[src/rtl/vram_pkg.sv]
// Shared types and widths for the VRAM arbiter slice.
package vram_pkg;

  localparam int unsigned VRAM_AW = 13;
  localparam int unsigned VRAM_DW = 8;
  localparam int unsigned WAIT_W  = 8;

  typedef enum logic [1:0] {
    GNT_NONE,
    GNT_VID,
    GNT_CPU,
    GNT_DMA
  } gnt_e;

endpackage

[src/rtl/vram_arbiter_if.sv]
// Bus bundle between the VRAM arbiter, its three users and the single-port VRAM.
interface vram_arbiter_if;

  logic                         vid_req;
  logic [vram_pkg::VRAM_AW-1:0] vid_addr;
  logic [vram_pkg::VRAM_DW-1:0] vid_data;
  logic                         vid_valid;
  logic                         vid_miss;

  logic                         cpu_req;
  logic                         cpu_we;
  logic [vram_pkg::VRAM_AW-1:0] cpu_addr;
  logic [vram_pkg::VRAM_DW-1:0] cpu_wdata;
  logic [vram_pkg::VRAM_DW-1:0] cpu_rdata;
  logic                         cpu_ack;

  logic                         dma_req;
  logic                         dma_we;
  logic [vram_pkg::VRAM_AW-1:0] dma_addr;
  logic [vram_pkg::VRAM_DW-1:0] dma_wdata;
  logic [vram_pkg::VRAM_DW-1:0] dma_rdata;
  logic                         dma_ack;

  logic [vram_pkg::VRAM_AW-1:0] ram_addr;
  logic                         ram_we;
  logic [vram_pkg::VRAM_DW-1:0] ram_wdata;
  logic [vram_pkg::VRAM_DW-1:0] ram_rdata;

  // Requesters and RAM side.
  modport master (
    output vid_req, vid_addr,
    input  vid_data, vid_valid, vid_miss,
    output cpu_req, cpu_we, cpu_addr, cpu_wdata,
    input  cpu_rdata, cpu_ack,
    output dma_req, dma_we, dma_addr, dma_wdata,
    input  dma_rdata, dma_ack,
    input  ram_addr, ram_we, ram_wdata,
    output ram_rdata
  );

  // Arbiter side.
  modport slave (
    input  vid_req, vid_addr,
    output vid_data, vid_valid, vid_miss,
    input  cpu_req, cpu_we, cpu_addr, cpu_wdata,
    output cpu_rdata, cpu_ack,
    input  dma_req, dma_we, dma_addr, dma_wdata,
    output dma_rdata, dma_ack,
    output ram_addr, ram_we, ram_wdata,
    input  ram_rdata
  );

endinterface

[src/rtl/vram_req_port.sv]
// Per-requester state for CPU/DMA: wait counter, ack and read-data registers, eligibility.
module vram_req_port
  import vram_pkg::*;
#(
  parameter int unsigned MAX_WAIT = 8
) (
  input  logic               clk,
  input  logic               reset_n,
  input  logic               req_i,
  input  logic               we_i,
  input  logic               grant_i,
  input  logic [VRAM_DW-1:0] ram_rdata_i,
  output logic               eligible_o,
  output logic               forced_o,
  output logic               ack_o,
  output logic [VRAM_DW-1:0] rdata_o
);

  localparam logic [WAIT_W-1:0] WaitMax = WAIT_W'(MAX_WAIT);

  logic [WAIT_W-1:0]  wait_q, wait_d;
  logic               ack_q;
  logic               rd_q;
  logic [VRAM_DW-1:0] rdata_q;

  // The ack cycle is dead time so a held req is seen as a fresh access.
  assign eligible_o = req_i & ~ack_q;
  assign forced_o   = eligible_o & (wait_q == WaitMax);

  always_comb begin
    wait_d = wait_q;
    if (grant_i || !req_i) begin
      wait_d = '0;
    end else if (wait_q != WaitMax) begin
      wait_d = wait_q + 1'b1;
    end
  end

  always_ff @(posedge clk or negedge reset_n) begin
    if (!reset_n) begin
      wait_q  <= '0;
      ack_q   <= 1'b0;
      rd_q    <= 1'b0;
      rdata_q <= '0;
    end else begin
      wait_q <= wait_d;
      ack_q  <= grant_i;
      rd_q   <= grant_i & ~we_i;
      if (rd_q) begin
        rdata_q <= ram_rdata_i;
      end
    end
  end

  // Synchronous RAM data arrives in the response cycle; pass it through, then hold it.
  assign ack_o   = ack_q;
  assign rdata_o = rd_q ? ram_rdata_i : rdata_q;

endmodule

[src/rtl/vram_arbiter.sv]
// Single-port VRAM arbiter: video fetch on top, CPU/DMA round-robin with anti-starvation.
module vram_arbiter
  import vram_pkg::*;
#(
  parameter int unsigned MAX_WAIT = 8
) (
  input logic           clk,
  input logic           reset_n,
  vram_arbiter_if.slave bus
);

  gnt_e               grant;
  gnt_e               rr_pick;
  gnt_e               inflight_q;
  gnt_e               last_q, last_d;
  logic               cpu_elig, cpu_forced;
  logic               dma_elig, dma_forced;
  logic               vid_miss_q;
  logic [VRAM_DW-1:0] vid_data_q;

  vram_req_port #(
    .MAX_WAIT (MAX_WAIT)
  ) u_cpu_port (
    .clk         (clk),
    .reset_n     (reset_n),
    .req_i       (bus.cpu_req),
    .we_i        (bus.cpu_we),
    .grant_i     (grant == GNT_CPU),
    .ram_rdata_i (bus.ram_rdata),
    .eligible_o  (cpu_elig),
    .forced_o    (cpu_forced),
    .ack_o       (bus.cpu_ack),
    .rdata_o     (bus.cpu_rdata)
  );

  vram_req_port #(
    .MAX_WAIT (MAX_WAIT)
  ) u_dma_port (
    .clk         (clk),
    .reset_n     (reset_n),
    .req_i       (bus.dma_req),
    .we_i        (bus.dma_we),
    .grant_i     (grant == GNT_DMA),
    .ram_rdata_i (bus.ram_rdata),
    .eligible_o  (dma_elig),
    .forced_o    (dma_forced),
    .ack_o       (bus.dma_ack),
    .rdata_o     (bus.dma_rdata)
  );

  always_ff @(posedge clk or negedge reset_n) begin
    if (!reset_n) begin
      inflight_q <= GNT_NONE;
      last_q     <= GNT_DMA;
      vid_miss_q <= 1'b0;
      vid_data_q <= '0;
    end else begin
      inflight_q <= grant;
      last_q     <= last_d;
      // A forced grant always displaces a coincident video strobe.
      vid_miss_q <= bus.vid_req & (cpu_forced | dma_forced);
      if (inflight_q == GNT_VID) begin
        vid_data_q <= bus.ram_rdata;
      end
    end
  end

  // Gating on reset keeps the RAM port quiet while reset is held.
  always_comb begin
    rr_pick = (last_q == GNT_CPU) ? GNT_DMA : GNT_CPU;
    grant   = GNT_NONE;
    last_d  = last_q;
    if (!reset_n) begin
      grant = GNT_NONE;
    end else if (cpu_forced && dma_forced) begin
      grant = rr_pick;
    end else if (cpu_forced) begin
      grant = GNT_CPU;
    end else if (dma_forced) begin
      grant = GNT_DMA;
    end else if (bus.vid_req) begin
      grant = GNT_VID;
    end else if (cpu_elig && dma_elig) begin
      grant = rr_pick;
    end else if (cpu_elig) begin
      grant = GNT_CPU;
    end else if (dma_elig) begin
      grant = GNT_DMA;
    end
    if (grant == GNT_CPU || grant == GNT_DMA) begin
      last_d = grant;
    end
  end

  always_comb begin
    bus.ram_addr  = '0;
    bus.ram_we    = 1'b0;
    bus.ram_wdata = '0;
    case (grant)
      GNT_VID: bus.ram_addr = bus.vid_addr;
      GNT_CPU: begin
        bus.ram_addr  = bus.cpu_addr;
        bus.ram_we    = bus.cpu_we;
        bus.ram_wdata = bus.cpu_wdata;
      end
      GNT_DMA: begin
        bus.ram_addr  = bus.dma_addr;
        bus.ram_we    = bus.dma_we;
        bus.ram_wdata = bus.dma_wdata;
      end
      default: ;
    endcase
  end

  assign bus.vid_valid = (inflight_q == GNT_VID);
  assign bus.vid_data  = bus.vid_valid ? bus.ram_rdata : vid_data_q;
  assign bus.vid_miss  = vid_miss_q;

endmodule

[src/flat_wrapper.sv]
// flat-port wrapper written by rule: the top's interface ports become plain ports
module vram_arbiter_flat import vram_pkg::*;
#(
  parameter int unsigned MAX_WAIT = 8
)
  (clk, reset_n, bus_vid_req, bus_vid_addr, bus_vid_data, bus_vid_valid, bus_vid_miss, bus_cpu_req, bus_cpu_we, bus_cpu_addr, bus_cpu_wdata, bus_cpu_rdata, bus_cpu_ack, bus_dma_req, bus_dma_we, bus_dma_addr, bus_dma_wdata, bus_dma_rdata, bus_dma_ack, bus_ram_addr, bus_ram_we, bus_ram_wdata, bus_ram_rdata);
  vram_arbiter_if bus_i ();
  input logic clk;
  input logic reset_n;
  input wire logic [$bits(bus_i.vid_req)-1:0] bus_vid_req;
  input wire logic [$bits(bus_i.vid_addr)-1:0] bus_vid_addr;
  output wire logic [$bits(bus_i.vid_data)-1:0] bus_vid_data;
  output wire logic [$bits(bus_i.vid_valid)-1:0] bus_vid_valid;
  output wire logic [$bits(bus_i.vid_miss)-1:0] bus_vid_miss;
  input wire logic [$bits(bus_i.cpu_req)-1:0] bus_cpu_req;
  input wire logic [$bits(bus_i.cpu_we)-1:0] bus_cpu_we;
  input wire logic [$bits(bus_i.cpu_addr)-1:0] bus_cpu_addr;
  input wire logic [$bits(bus_i.cpu_wdata)-1:0] bus_cpu_wdata;
  output wire logic [$bits(bus_i.cpu_rdata)-1:0] bus_cpu_rdata;
  output wire logic [$bits(bus_i.cpu_ack)-1:0] bus_cpu_ack;
  input wire logic [$bits(bus_i.dma_req)-1:0] bus_dma_req;
  input wire logic [$bits(bus_i.dma_we)-1:0] bus_dma_we;
  input wire logic [$bits(bus_i.dma_addr)-1:0] bus_dma_addr;
  input wire logic [$bits(bus_i.dma_wdata)-1:0] bus_dma_wdata;
  output wire logic [$bits(bus_i.dma_rdata)-1:0] bus_dma_rdata;
  output wire logic [$bits(bus_i.dma_ack)-1:0] bus_dma_ack;
  output wire logic [$bits(bus_i.ram_addr)-1:0] bus_ram_addr;
  output wire logic [$bits(bus_i.ram_we)-1:0] bus_ram_we;
  output wire logic [$bits(bus_i.ram_wdata)-1:0] bus_ram_wdata;
  input wire logic [$bits(bus_i.ram_rdata)-1:0] bus_ram_rdata;
  assign bus_i.vid_req = bus_vid_req;
  assign bus_i.vid_addr = bus_vid_addr;
  assign bus_vid_data = bus_i.vid_data;
  assign bus_vid_valid = bus_i.vid_valid;
  assign bus_vid_miss = bus_i.vid_miss;
  assign bus_i.cpu_req = bus_cpu_req;
  assign bus_i.cpu_we = bus_cpu_we;
  assign bus_i.cpu_addr = bus_cpu_addr;
  assign bus_i.cpu_wdata = bus_cpu_wdata;
  assign bus_cpu_rdata = bus_i.cpu_rdata;
  assign bus_cpu_ack = bus_i.cpu_ack;
  assign bus_i.dma_req = bus_dma_req;
  assign bus_i.dma_we = bus_dma_we;
  assign bus_i.dma_addr = bus_dma_addr;
  assign bus_i.dma_wdata = bus_dma_wdata;
  assign bus_dma_rdata = bus_i.dma_rdata;
  assign bus_dma_ack = bus_i.dma_ack;
  assign bus_ram_addr = bus_i.ram_addr;
  assign bus_ram_we = bus_i.ram_we;
  assign bus_ram_wdata = bus_i.ram_wdata;
  assign bus_i.ram_rdata = bus_ram_rdata;
  vram_arbiter #(.MAX_WAIT(MAX_WAIT)) u_core (.clk(clk), .reset_n(reset_n), .bus(bus_i));
endmodule
[config.mk]
export PLATFORM = sky130hd
export DESIGN_NAME = vram_arbiter_flat
export DESIGN_NICKNAME = d
export VERILOG_FILES = /design/src/rtl/vram_pkg.sv /design/src/rtl/vram_arbiter_if.sv /design/src/rtl/vram_req_port.sv /design/src/rtl/vram_arbiter.sv /design/src/flat_wrapper.sv
export SDC_FILE = /design/constraint.sdc
export NUM_CORES = 1
export LEC_CHECK = 0
export BUFFER_PORTS_ARGS = -buffer_cell sky130_fd_sc_hd__buf_2
export CELL_PAD_IN_SITES_DETAIL_PLACEMENT = 1
export CELL_PAD_IN_SITES_GLOBAL_PLACEMENT = 2
export CORE_ASPECT_RATIO = 0.5
export CORE_MARGIN = 2
export CORE_UTILIZATION = 25
export DETAILED_ROUTE_END_ITERATION = 10
export PLACE_DENSITY = 0.82
export REMOVE_ABC_BUFFERS = 1
export SYNTH_ARGS = -nofsm -noshare
export SYNTH_HDL_FRONTEND = slang
export SYNTH_HIERARCHICAL = 1
export SYNTH_SLANG_ARGS = --single-unit
[constraint.sdc]
create_clock -name clk -period 2.65 [get_ports clk]
set_clock_uncertainty 0.2 [all_clocks]
set_input_delay 0.53 -clock clk [delete_from_list [all_inputs] [get_ports clk]]
set_output_delay 0.53 -clock clk [all_outputs]
set_load 0.005 [all_outputs]
==> flow_summary.json <==
{
  "crit_arrival_ps": 2400,
  "port_buffers": 119,
  "synth_cell_types": 37,
  "yosys.area.top_type": "dfrtp_1",
  "syn_avg_cell_area_um2": 10.2,
  "fin_nets": 508,
  "cp_slowest_cell": "dfrtp_1",
  "fin_cells": 580,
  "crit_chain": "inv_2 -> ha_2 -> and4bb_2 -> and3_4 -> o21ba_4 -> a21o_4 -> o2111ai_4 -> clkbuf_16 -> o211ai_2 -> buf_2",
  "synth_top_area_share_pct": 42.5,
  "dp_hpwl_mm": 6.36,
  "start_util_pct": 25.4,
  "diodes": 0,
  "reg2regPathDepth": 12,
  "gp_congestion": 0.790,
  "die_y_um": 78.4,
  "place_area_mm2": 0.00387,
  "clock.fmax_ghz": 0.320,
  "firstDrtPassIters": 4,
  "clkLatencyLatePin_ps": 280,
  "hold_class": "input pin to flop",
  "path_buf_inv": 3,
  "r2r_slack_ps": 80,
  "min_path_cells": 2,
  "async_flop_share_pct": 100,
  "hold_start": "bus_dma_we",
  "pin_count": 120,
  "p_per_area_mw_per_mm2": 535,
  "rsz0062_at_grt": "true",
  "start_kind": "flop",
  "ys.flop_type": "dfrtp_1",
  "critical_path.top_delay_family": "compound AO/OA/AOI/OAI gates",
  "fin_ws_ps": -478,
  "routed_wl_mm": 8.94,
  "violations": "negative setup slack",
  "via_count": 2715,
  "worst_slew_pin_slew_ps": 621,
  "r2r-end": "u_core/u_dma_port/wait_q[0]",
  "drive_gt1_share_pct": 56.8,
  "fin_crit_sh_pct": 118,
  "final_cell_area_mm2": 0.00425,
  "critPathKind": "flop to output pin",
  "fillers": 1291,
  "die_w_um": 153,
  "area_delta_synth_final_pct": 53.8,
  "cp_max_fo": 6,
  "dp_cells": 563,
  "holdPathEnd": "u_core/u_dma_port/rd_q",
  "cts_tree": "done",
  "fin_setup_tns_ps": -9440,
  "syn_area_mm2": 0.00277,
  "slew_viol_final": 0,
  "required_ps": 1920,
  "synth.yosys.seq_area_share_pct": 44.4,
  "grt_pass1_wl_mm": 14.0,
  "rows": 27,
  "grt_pass1_vias": 2837,
  "antenna_found_initial": 0,
  "clkSinkCount": 49,
  "p_leak_nw": 2.10,
  "clockBufferDepth": 2,
  "drc": 0,
  "synth_edf_count": 0,
  "ys_top_cells_by_area": "dfrtp_1, mux2_2, o211ai_2",
  "die-area_mm2": 0.0120,
  "r2r-start": "u_core/u_cpu_port/wait_q[0]",
  "synth_seq_cells": 49,
  "ant_nets": 0,
  "ir_worst_vdd_uv": 307,
  "total_power_w": 0.00228,
  "grt_usage_pct": 14.3,
  "cp-end-kind": "output pin",
  "maxSlewHeadroom_pct": 58.6,
  "min_period_ps": 3130,
  "htree_levels": 2,
  "maxCapViolations": 0,
  "grt_overflow": 0,
  "hold_viol_final": 0,
  "clock_tree.root_cell": "clkbuf_16",
  "holdWs_ps": 217,
  "wl_per_cell_um": 15.4,
  "cpPeakStageDelay_ps": 380,
  "clk_pin_slew_ps": 60,
  "yosysWarnings": 6,
  "critPathLaunch": "u_core/u_cpu_port/wait_q[0]",
  "status": "finished, violations left",
  "synthCells": 271,
  "drtIter0Drc": 65,
  "cts_buffers": 5,
  "core_region_area_mm2": 0.0109,
  "grt_start_max_net_pins": 51,
  "avgViaCountPerCell": 4.68,
  "finalSetupViolations": 22
}
[where the power goes]
group | switching (W) | leakage, nW | total [W] | internal [W]
logic | 0.000311 | 1.40 | 0.000648 | 0.000337
registers | 0.0000339 | 0.623 | 0.000894 | 0.000861
clock network | 0.000265 | 0.0831 | 0.000735 | 0.000471
total | 0.000610 | 2.10 | 0.00228 | 0.00167
[registers in the layout, summed over array words and instances (netlist names)]
register,flops
u_core/u_cpu_port/rdata_q,8
u_core/u_cpu_port/wait_q,8
u_core/u_dma_port/rdata_q,8
u_core/u_dma_port/wait_q,8
u_core/vid_data_q,8
u_core/inflight_q,2
u_core/last_q,2
u_core/bus.vid_miss,1
u_core/u_cpu_port/ack_o,1
u_core/u_cpu_port/rd_q,1
u_core/u_dma_port/ack_o,1
u_core/u_dma_port/rd_q,1
[worst max-delay path by stage]
stage	cells after the start	end	slack, ps
detailed placement	10	bus_ram_addr[4]	-210
floorplan	7	bus_ram_addr[4]	-390
global placement	10	bus_ram_addr[4]	-130
finish	10	bus_ram_addr[2]	-480
CTS	10	bus_ram_addr[6]	-460
global route	10	bus_ram_addr[2]	-580
[per-layer routing]
metal	wire length, µm	up-vias	share of wire [%]	global-route usage, %
li1	-	1311	-	-
met1	3920	1335	44	17.3
met5	0	-	0	0
met3	307	9	3.4	1.88
met2	4570	60	51	27.0
met4	142	0	1.6	4.07
[cells by family after synthesis]
| kind of cell | after synthesis | synth area share (%) |
|---|---|---|
| AO/OA/AOI/OAI | 66 | 18.3 |
| adder cells (fa/ha/maj) | 4 | 1.81 |
| AND/OR/NAND/NOR | 83 | 17.4 |
| XOR/XNOR | 6 | 1.90 |
| buffers and inverters | 37 | 5.65 |
| multiplexers | 26 | 10.5 |
| flip-flops | 49 | 44.4 |
[layout make-up]
type / count / area, µm² / area share [%]
clock buffer: 6 / 139 / 3.26
sequential: 49 / 1230 / 28.9
inverter: 21 / 78.8 / 1.85
clock inverter: 2 / 37.5 / 0.882
timing repair buffer: 172 / 1110 / 26.2
tap: 145 / 181 / 4.26
multi-input combinational: 185 / 1480 / 34.7
[cells in the mapped netlist (2+ instances only)]
| cell type | number |
|---|---|
| a21oi_1 | 18 |
| and3_1 | 4 |
| and4bb_2 | 2 |
| buf_2 | 5 |
| clkbuf_1 | 9 |
| dfrtp_1 | 47 |
| dfstp_2 | 2 |
| ha_1 | 4 |
| inv_1 | 20 |
| mux2_2 | 24 |
| mux2i_1 | 2 |
| nand2_1 | 10 |
| nand2b_1 | 2 |
| nand3_1 | 19 |
| nand4_1 | 13 |
| nand4_2 | 2 |
| nor2_1 | 8 |
| nor2b_1 | 10 |
| nor3_1 | 3 |
| nor3b_1 | 2 |
| o211ai_1 | 16 |
| o211ai_2 | 10 |
| o21ai_0 | 15 |
| or3_1 | 6 |
| xor2_1 | 6 |
[through the flow]
| stage | worst slack, ps | utilization (%) |
|---|---|---|
| floorplan | -390 | - |
| global placement | -133 | 35.6 |
| detailed placement | -214 | 35.6 |
| CTS | -459 | 38.8 |
| global route | -578 | 39.1 |
| finish | -478 | 39.1 |
[cells in the final DEF (no fill, tap or decap), types with 3 or more instances in the layout]
cell type	n
a21oi_1	12
a21oi_2	6
buf_12	5
buf_2	119
buf_4	42
clkbuf_16	7
dfrtp_1	47
ha_1	3
inv_1	18
inv_2	3
mux2_2	24
nand2_1	10
nand3_1	14
nand3_2	5
nand4_1	13
nor2_1	8
nor2b_1	8
nor3_1	3
o211ai_1	16
o211ai_2	10
o21ai_0	14
or3_1	6
xor2_1	6
[repair_timing]
action	CTS	global route
buffers inserted	7	1
gates cloned	2	1
hold buffers	0	0
resized for setup	18	16
setup endpoints to repair	33	37
pin swaps	2	4
[worst register-to-register path: cells and delay by family, from the launching register on]
kind	cells	cell delay, ps
buffers and inverters	4	480
AND/OR/NAND/NOR	6	1060
AO/OA/AOI/OAI	1	190
flip-flops	1	360
adder cells (fa/ha/maj)	1	170
No activity file was read; power rests on OpenSTA's default activity.
